**src/rtl/chess_pkg.sv**
```systemverilog
// Shared chess definitions used by the move sequencer and its rule checker.
//   piece_t  : 4-bit piece code (0 empty, 1-6 white, 7-C black, D-F invalid/empty)
//   square_t : 6-bit board square {row[2:0], col[2:0]}
//   WHITE/BLACK : side-to-move encoding
//   is_white / is_black / same_colour : colour helpers (invalid codes have no colour)
package chess_pkg;

    typedef enum logic [3:0] {
        EMPTY    = 4'h0,
        W_PAWN   = 4'h1,
        W_BISHOP = 4'h2,
        W_KNIGHT = 4'h3,
        W_ROOK   = 4'h4,
        W_QUEEN  = 4'h5,
        W_KING   = 4'h6,
        B_PAWN   = 4'h7,
        B_BISHOP = 4'h8,
        B_KNIGHT = 4'h9,
        B_ROOK   = 4'hA,
        B_QUEEN  = 4'hB,
        B_KING   = 4'hC,
        INV_D    = 4'hD,
        INV_E    = 4'hE,
        INV_F    = 4'hF
    } piece_t;

    typedef struct packed {
        logic [2:0] row;
        logic [2:0] col;
    } square_t;

    localparam logic WHITE = 1'b0;
    localparam logic BLACK = 1'b1;

    function automatic logic is_white(input piece_t p);
        return (p >= W_PAWN) && (p <= W_KING);
    endfunction

    function automatic logic is_black(input piece_t p);
        return (p >= B_PAWN) && (p <= B_KING);
    endfunction

    // Empty and invalid codes never share a colour with anything.
    function automatic logic same_colour(input piece_t a, input piece_t b);
        return (is_white(a) && is_white(b)) || (is_black(a) && is_black(b));
    endfunction

endpackage

```
**src/rtl/move_sequencer_if.sv**
```systemverilog
// Bundle of the move request/response handshake and the board store ports.
//   move_valid/move_ready/move_from/move_to : move request from the game FSM
//   move_done/move_err/captured_code/turn    : move result toward the game FSM
//   rd_pos/rd_code                           : combinational board read port
//   figure_position/figure_code              : board write address and code
//   place_piece/remove_piece                 : one-cycle board write strobes
// Modport slave is the sequencer; modport master is its environment.
interface move_sequencer_if #(
    parameter int CODE_W = 5
);
    logic              move_valid;
    logic              move_ready;
    logic [5:0]        move_from;
    logic [5:0]        move_to;
    logic [5:0]        rd_pos;
    logic [3:0]        rd_code;
    logic [5:0]        figure_position;
    logic [CODE_W-1:0] figure_code;
    logic              place_piece;
    logic              remove_piece;
    logic              move_done;
    logic              move_err;
    logic [3:0]        captured_code;
    logic              turn;

    modport slave (
        input  move_valid, move_from, move_to, rd_code,
        output move_ready, rd_pos, figure_position, figure_code,
               place_piece, remove_piece, move_done, move_err,
               captured_code, turn
    );

    modport master (
        output move_valid, move_from, move_to, rd_code,
        input  move_ready, rd_pos, figure_position, figure_code,
               place_piece, remove_piece, move_done, move_err,
               captured_code, turn
    );
endinterface

```
**src/rtl/move_rules_check.sv**
```systemverilog
// Combinational legality check for one move.
//   src_code, dst_code : pieces on the source and destination squares
//   from, to           : source and destination squares
//   turn               : side to move (WHITE/BLACK)
//   legal              : move may be executed
//   capture            : legal move lands on an opposing piece
// Optional build macro TURN_CHECK_EN: when defined, only the side to move
// may move; otherwise either colour may move.
module move_rules_check
    import chess_pkg::*;
(
    input  piece_t  src_code,
    input  piece_t  dst_code,
    input  square_t from,
    input  square_t to,
    input  logic    turn,
    output logic    legal,
    output logic    capture
);

`ifdef TURN_CHECK_EN
    localparam logic TURN_FREE = 1'b0;
`else
    localparam logic TURN_FREE = 1'b1;
`endif

    logic src_occupied;
    logic dst_occupied;
    logic turn_ok;

    assign src_occupied = is_white(src_code) || is_black(src_code);
    assign dst_occupied = is_white(dst_code) || is_black(dst_code);
    // Colour of the moving piece must match the side to move (BLACK==1).
    assign turn_ok      = TURN_FREE || (is_black(src_code) == turn);

    assign legal   = (from != to) && src_occupied &&
                     !same_colour(src_code, dst_code) && turn_ok;
    assign capture = legal && dst_occupied;

endmodule

```
**src/rtl/move_sequencer.sv**
```systemverilog
// Move controller for the 8x8 board store. Accepts one (from, to) request,
// reads both squares, checks legality, then strobes remove (source) and
// place (destination) into the store and reports done/error upstream.
// Ports:
//   clk  : system clock
//   rst  : synchronous active-high reset
//   bus  : move_sequencer_if.slave (request, result and board store signals)
// Optional build macro TURN_CHECK_EN (applied in move_rules_check): reject
// moves of the colour that is not on turn.
module move_sequencer
    import chess_pkg::*;
#(
    parameter int CODE_W = 5
) (
    input logic             clk,
    input logic             rst,
    move_sequencer_if.slave bus
);

    typedef enum logic [2:0] {
        IDLE,
        RD_SRC,
        RD_DST,
        CHECK,
        CLR_SRC,
        PUT_DST,
        RESP
    } state_t;

    state_t  state, state_nxt;
    square_t from_q, to_q;
    piece_t  src_q, dst_q, cap_q;
    logic    ok_q;
    logic    turn_q;
    logic [5:0] rd_pos_q;
    logic    legal, capture;

    move_rules_check u_rules (
        .src_code (src_q),
        .dst_code (dst_q),
        .from     (from_q),
        .to       (to_q),
        .turn     (turn_q),
        .legal    (legal),
        .capture  (capture)
    );

    // rd_pos is registered so that it already points at the source square in
    // RD_SRC, moves to the destination for RD_DST, and then simply holds.
    always_ff @(posedge clk) begin
        if (rst) begin
            state    <= IDLE;
            turn_q   <= WHITE;
            cap_q    <= EMPTY;
            rd_pos_q <= '0;
        end else begin
            state <= state_nxt;
            case (state)
                IDLE: begin
                    if (bus.move_valid) begin
                        from_q   <= square_t'(bus.move_from);
                        to_q     <= square_t'(bus.move_to);
                        rd_pos_q <= bus.move_from;
                        cap_q    <= EMPTY;
                    end
                end
                RD_SRC: begin
                    src_q    <= piece_t'(bus.rd_code);
                    rd_pos_q <= to_q;
                end
                RD_DST:  dst_q <= piece_t'(bus.rd_code);
                CHECK:   ok_q  <= legal;
                PUT_DST: begin
                    // Invalid destination codes count as empty, so nothing is captured.
                    cap_q  <= capture ? dst_q : EMPTY;
                    turn_q <= ~turn_q;
                end
                default: ;
            endcase
        end
    end

    always_comb begin
        state_nxt           = state;
        bus.move_ready      = 1'b0;
        bus.remove_piece    = 1'b0;
        bus.place_piece     = 1'b0;
        bus.figure_position = '0;
        bus.figure_code     = '0;
        bus.move_done       = 1'b0;
        bus.move_err        = 1'b0;
        case (state)
            IDLE: begin
                bus.move_ready = 1'b1;
                if (bus.move_valid) state_nxt = RD_SRC;
            end
            RD_SRC: state_nxt = RD_DST;
            RD_DST: state_nxt = CHECK;
            CHECK:  state_nxt = legal ? CLR_SRC : RESP;
            CLR_SRC: begin
                bus.remove_piece    = 1'b1;
                bus.figure_position = from_q;
                state_nxt           = PUT_DST;
            end
            PUT_DST: begin
                bus.place_piece     = 1'b1;
                bus.figure_position = to_q;
                bus.figure_code     = CODE_W'(src_q);
                state_nxt           = RESP;
            end
            RESP: begin
                // RESP is reached from PUT_DST on success or CHECK on rejection.
                bus.move_done = ok_q;
                bus.move_err  = ~ok_q;
                state_nxt     = IDLE;
            end
            default: state_nxt = IDLE;
        endcase
    end

    assign bus.rd_pos        = rd_pos_q;
    assign bus.captured_code = cap_q;
    assign bus.turn          = turn_q;

endmodule

```
**src/flat_wrapper.sv**
```systemverilog
// flat-port wrapper written by rule: the top's interface ports become plain ports
module move_sequencer_flat import chess_pkg::*;
#(
    parameter int CODE_W = 5
)
  (clk, rst, bus_move_valid, bus_move_from, bus_move_to, bus_rd_code, bus_move_ready, bus_rd_pos, bus_figure_position, bus_figure_code, bus_place_piece, bus_remove_piece, bus_move_done, bus_move_err, bus_captured_code, bus_turn);
  move_sequencer_if #(.CODE_W(CODE_W)) bus_i ();
  input logic clk;
  input logic rst;
  input wire logic [$bits(bus_i.move_valid)-1:0] bus_move_valid;
  input wire logic [$bits(bus_i.move_from)-1:0] bus_move_from;
  input wire logic [$bits(bus_i.move_to)-1:0] bus_move_to;
  input wire logic [$bits(bus_i.rd_code)-1:0] bus_rd_code;
  output wire logic [$bits(bus_i.move_ready)-1:0] bus_move_ready;
  output wire logic [$bits(bus_i.rd_pos)-1:0] bus_rd_pos;
  output wire logic [$bits(bus_i.figure_position)-1:0] bus_figure_position;
  output wire logic [$bits(bus_i.figure_code)-1:0] bus_figure_code;
  output wire logic [$bits(bus_i.place_piece)-1:0] bus_place_piece;
  output wire logic [$bits(bus_i.remove_piece)-1:0] bus_remove_piece;
  output wire logic [$bits(bus_i.move_done)-1:0] bus_move_done;
  output wire logic [$bits(bus_i.move_err)-1:0] bus_move_err;
  output wire logic [$bits(bus_i.captured_code)-1:0] bus_captured_code;
  output wire logic [$bits(bus_i.turn)-1:0] bus_turn;
  assign bus_i.move_valid = bus_move_valid;
  assign bus_i.move_from = bus_move_from;
  assign bus_i.move_to = bus_move_to;
  assign bus_i.rd_code = bus_rd_code;
  assign bus_move_ready = bus_i.move_ready;
  assign bus_rd_pos = bus_i.rd_pos;
  assign bus_figure_position = bus_i.figure_position;
  assign bus_figure_code = bus_i.figure_code;
  assign bus_place_piece = bus_i.place_piece;
  assign bus_remove_piece = bus_i.remove_piece;
  assign bus_move_done = bus_i.move_done;
  assign bus_move_err = bus_i.move_err;
  assign bus_captured_code = bus_i.captured_code;
  assign bus_turn = bus_i.turn;
  move_sequencer #(.CODE_W(CODE_W)) u_core (.clk(clk), .rst(rst), .bus(bus_i));
endmodule
```
**config.mk**
```make
export PLATFORM = sky130hd
export DESIGN_NAME = move_sequencer_flat
export DESIGN_NICKNAME = d
export VERILOG_FILES = /design/src/rtl/chess_pkg.sv /design/src/rtl/move_sequencer_if.sv /design/src/rtl/move_rules_check.sv /design/src/rtl/move_sequencer.sv /design/src/flat_wrapper.sv
export SDC_FILE = /design/constraint.sdc
export NUM_CORES = 1
export LEC_CHECK = 0
export CAP_MARGIN = 20
export CORE_UTILIZATION = 40
export CTS_BUF_LIST = sky130_fd_sc_hd__clkbuf_16
export DETAILED_ROUTE_END_ITERATION = 12
export PLACE_DENSITY = 0.66
export RECOVER_POWER = 50
export SYNTH_ARGS = -nofsm -noshare
export SYNTH_HDL_FRONTEND = slang
export SYNTH_HIERARCHICAL = 1
export SYNTH_SLANG_ARGS = --single-unit
```
**constraint.sdc**
```tcl
create_clock -name clk -period 3.35 [get_ports clk]
set_clock_uncertainty 0.2 [all_clocks]
set_input_delay 0.67 -clock clk [delete_from_list [all_inputs] [get_ports clk]]
set_output_delay 0.67 -clock clk [all_outputs]
set_load 0.02 [all_outputs]
```
[Yosys cells after proc, flatten, opt, wreduce, memory -nomap -nowiden]
Cells that the tools add are included.
Storage, ports and cells
  register bits after elaboration: 35
Cells by class
  $lt $le $gt $ge: 8
  equal/unequal tests: 8
  mux-type cells: 15
  bitwise gates (word level): 3
  reductions and logical operators: 22
Operator list (number)
  one-hot mux 6 bit (2 select lines): 2
  one-hot mux 3 bit (6 select lines): 1
  2-to-1 mux 4 bit: 3
  AND reduction 2 bit: 5
  equality test 3 bit (second input constant): 3
  logical AND 1 bit: 9
  >= comparator 4 x 1 -> 1 bit (second input constant): 2
  >= comparator 4 x 3 -> 1 bit (second input constant): 2
  less-or-equal comparator 4 x 3 -> 1 bit (second input constant): 2
  less-or-equal comparator 4 bit (second input constant): 2
  one-hot mux 4 bit (2 select lines): 1
  equality test 3 x 2 -> 1 bit (second input constant): 2
  2-to-1 mux 6 bit: 1
  inequality test 6 bit: 1
  2-to-1 mux 1 bit: 5
  nonzero test 2 bit: 2
  equality test 3 x 1 -> 1 bit (second input constant): 1
  zero test 3 bit: 1
  logical OR 1 bit: 3
  2-to-1 mux 3 bit: 1
  NOT 1 bit: 3
  AND reduction 3 bit: 1
  2-to-1 mux 2 bit: 1
  inequality test 2 bit (second input constant): 1
  zero test 1 bit: 1

[Logic depth before layout (Yosys ltp)]
  word-level depth: 9
  mapped depth: 7

[By module]
Netlist, hierarchy kept.
By module, submodules not included
  move_sequencer: instances 1, cells each 113, area an instance 1481.4 µm², sequential area each 910.9 µm²
  move_rules_check: instances 1, cells each 26, area an instance 196.4 µm², sequential area each 0.0 µm²

[Worst setup path before layout]
OpenSTA, ideal clock, no wires.
  path type: input port to flip-flop
  start point: in rst
  end point: reg u_core/from_q[0] (netlist name) (enable)
  setup time: 0.417 ns
  data arrival time: 2.041 ns
  data required time: 2.733 ns
  setup slack: 0.692 ns
  cell stages on the path: 1
  buffers on the path: 0
  path through: nor4b_1
On the way
  word-level cells in the longest chain between the ends: 2
RTL lines
  start, declared: line flat_wrapper.sv:9  | input logic rst;
  NOT 1 bit (no line)
  AND reduction 3 bit (no line)
  end signal, assigned: line move_sequencer.sv:61  | from_q <= square_t'(bus.move_from);
  end, declared: line move_sequencer.sv:31  | square_t from_q, to_q;
Every way passes these cells.
A chain may end at the register's enable or synchronous reset.

[Final worst setup path]
  start point: reg u_core.state[2]
  end point: out bus_figure_code[1]
On the way
  word-level cells in the longest chain between the ends: 2
RTL lines
  start, declared: line move_sequencer.sv:30  | state_t state, state_nxt;
  start signal, assigned: line move_sequencer.sv:57  | state <= state_nxt;
  equality test 3 bit: line move_sequencer.sv:92  | case (state)
  2-to-1 mux 4 bit: line move_sequencer.sv:92
  end, declared: line flat_wrapper.sv:17  | output wire logic [$bits(bus_i.figure_code)-1:0] bus_figure_code;
Every way passes these cells.

==> impl_metrics.py <==
metrics = {
    "yosys": {
        "synth-seq-cells": 35,
        "yosysSeqAreaShare_pct": 54.3,
        "yosys_warnings": 6,
        "synth-edff-count": 21,
        "ys_types": 43,
        "synth_top_area_share_pct": 37.6,
        "synthCells": 139,
        "synth_top_cells_by_count": "21 x edfxtp_1, 15 x nor2_1, 14 x dfxtp_1, 14 x mux2i_1, 8 x a21oi_1",
        "synth_area_per_cell_um2": 12.1,
        "synth_flop_cell": "edfxtp_1",
        "syn_area_mm2": 0.00168,
        "synth_top_cell_by_area": "edfxtp_1",
        "synth_nets": 158,
        "yosysMostFrequentCell": "edfxtp_1",
        "yosys-top-cells-area": "edfxtp_1 38%, dfxtp_1 17%, mux2i_1 8.4%",
        "synthArstFlopShare_pct": 0,
    },
    "worst_setup_path": {
        "reg2reg_slack_ps": 1050,
        "endpoint_kind": "output pin",
        "r2r_start": "u_core/dst_q[2]",
        "rr_endpoint": "u_core/bus.captured_code[1]",
        "crit_fanout": 8,
        "worstPathRequired_ps": 2480,
        "crit_arrival_ps": 1910,
        "critPathKind": "reg -> out",
        "start_kind": "flip-flop",
        "r2r_cells": 7,
    },
    "worst_hold_path": {
        "whs_path_depth": 1,
        "hp-class": "reg -> reg",
        "holdCritStartpoint": "u_core/bus.captured_code[3]",
        "min_delay_worst_endpoint": "u_core/bus.captured_code[3]",
    },
    "global_route": {
        "track_usage_pct": 18.5,
        "grt_pass1_wl_mm": 5.88,
        "grt_overflow_total": 0,
        "antenna_found_initial": 0,
        "grt_pass1_vias": 1251,
        "grt_max_degree": 21,
    },
    "place": {
        "gp_congestion": 0.746,
        "pre_cts_slack_ps": 744,
        "numPortBuffers": 44,
        "hpwl_mm": 2.67,
    },
    "power": {
        "p_total_mw": 1.09,
        "irDropWorstVdd_uv": 222,
        "cellLeakagePower_nw": 0.820,
        "power_density_mw_per_mm2": 480,
    },
    "clocking": {
        "cts_buffer_depth": 2,
        "numCtsBuffers": 5,
        "clock_sinks": 35,
        "cts_resized": 0,
        "insertion_delay_ps": 270,
        "cts_tree": "built",
        "cts_root_buf": "clkbuf_16",
        "postCtsSetupBuffers": 0,
        "clkTransAtPathRegs_ps": 50,
        "hold_buffers": 0,
        "h-tree-depth": 2,
    },
    "final_layout": {
        "diodes": 0,
        "postLayoutCoreUtil_pct": 56.5,
        "syn_to_final_growth_pct": 34.7,
        "nets": 202,
        "drive_above_1_share_pct": 10.9,
        "fillers": 322,
    },
    "sta": {
        "hold_violations": 0,
        "max_slew_margin_pct": 55.2,
        "post-route-period-util_pct": 83.0,
        "setup_viol": 0,
        "final-max-slew-violation-count": 0,
        "fmax_mhz": 360,
        "fin_tns_setup_ps": 0,
        "fin_hold_ws_ps": 273,
        "min_period_ps": 2780,
        "tightest_slew_ps": 670,
        "worst_slack_ps": 569,
        "rsz0062_at_grt": "no",
    },
    "floorplan": {
        "die_x_um": 66.8,
        "die_area_mm2": 0.00446,
        "start_util_pct": 41.9,
        "core_area_mm2": 0.00400,
        "io_pins": 46,
        "fp.dieH_um": 66.8,
        "core.rowCount": 23,
    },
    "routing": {
        "drt_iter0_drc": 58,
        "vias_per_cell": 5.28,
        "dr.pass1.iters": 4,
        "wl_mm": 3.62,
        "wl_met2_mm": 1.98,
        "wl_met1_mm": 1.42,
        "num_vias": 1235,
        "wl_met3_um": 169,
        "routedWlPerCell_um": 15.5,
        "drc": 0,
        "top_layer": "met4",
        "antenna_left": 0,
    },
    "run_status": {
        "status": "completed",
    },
    "run": {
        "drv_cap": 0,
    },
}
[layout by cell type (no fill, tap or decap), drive strengths merged, types with 2 or more instances in the layout]
cell	count
a211oi	6
a22o	4
inv	3
dfxtp	14
nor2	15
nand2	2
clkinv	2
nor3	4
clkbuf	5
dlygate4sd3	29
xor2	6
and2	6
edfxtp	21
clkdlybuf4s50	15
a21oi	8
mux2i	14
o21ai	2
buf	2
nand2b	2
or2	3
[metrics by stage]
step | cell area, um^2 | instances
final | 2260 | 234
after global routing | 2260 | 234
after CTS | 2270 | 234
after detailed placement | 2140 | 226
after global placement | 2140 | 226
after floorplan | 1680 | 139
[critical path, stage by stage (launching register included)]
cell             delay, ps
dfxtp_1                450
and3b_1                390
and2_2                 200
clkdlybuf4s50_1        590
[flip-flops by register name, indices dropped and copies added (netlist names)]
register,flops
u_core/from_q,6
u_core/dst_q,4
u_core/bus.turn,1
u_core/bus.captured_code,4
u_core/ok_q,1
u_core/state,3
u_core/bus.rd_pos,6
u_core/to_q,6
u_core/src_q,4
[cells by family after synthesis]
group                  synth area share (%)
flip-flops                             54.3
multiplexers                           8.35
XOR/XNOR                               3.65
AND/OR/NAND/NOR                        13.7
AO/OA/AOI/OAI                          15.5
buffers and inverters                  4.25
other                                 0.223
[cell type report]
| cell class | instances | area [um^2] | area share (%) |
|---|---|---|---|
| clock buffer | 5 | 125 | 5.54 |
| inverter | 2 | 7.51 | 0.332 |
| sequential | 35 | 911 | 40.3 |
| timing repair buffer | 46 | 455 | 20.2 |
| multi-input combinational | 93 | 687 | 30.4 |
| clock inverter | 3 | 11.3 | 0.498 |
| tap | 50 | 62.6 | 2.77 |
[layer usage]
metal,track usage (%),vias to the layer above
met4,6.65,0
met2,33.8,40
met1,18.9,588
met3,6.85,6
met5,0,-
li1,-,601
[how the worst max path moves through the flow]
stage	startpoint	endpoint	slack, ps	depth (start not counted)
4_1_cts	u_core/state[2]	bus_figure_code[1]	550	3
3_5_place_dp	rst	u_core/dst_q[2]	740	2
5_1_grt	u_core/state[2]	bus_figure_code[2]	440	3
3_3_place_gp	rst	u_core/from_q[5]	830	3
6_report	u_core/state[2]	bus_figure_code[1]	570	3
2_1_floorplan	rst	u_core/from_q[0]	690	1
[power by group]
part	switching (mW)	internal (mW)	total (mW)
clock network	0.152	0.267	0.419
logic	0.0888	0.0741	0.163
registers	0.0193	0.484	0.503
Note: power is estimated with default switching activity, not from simulation.
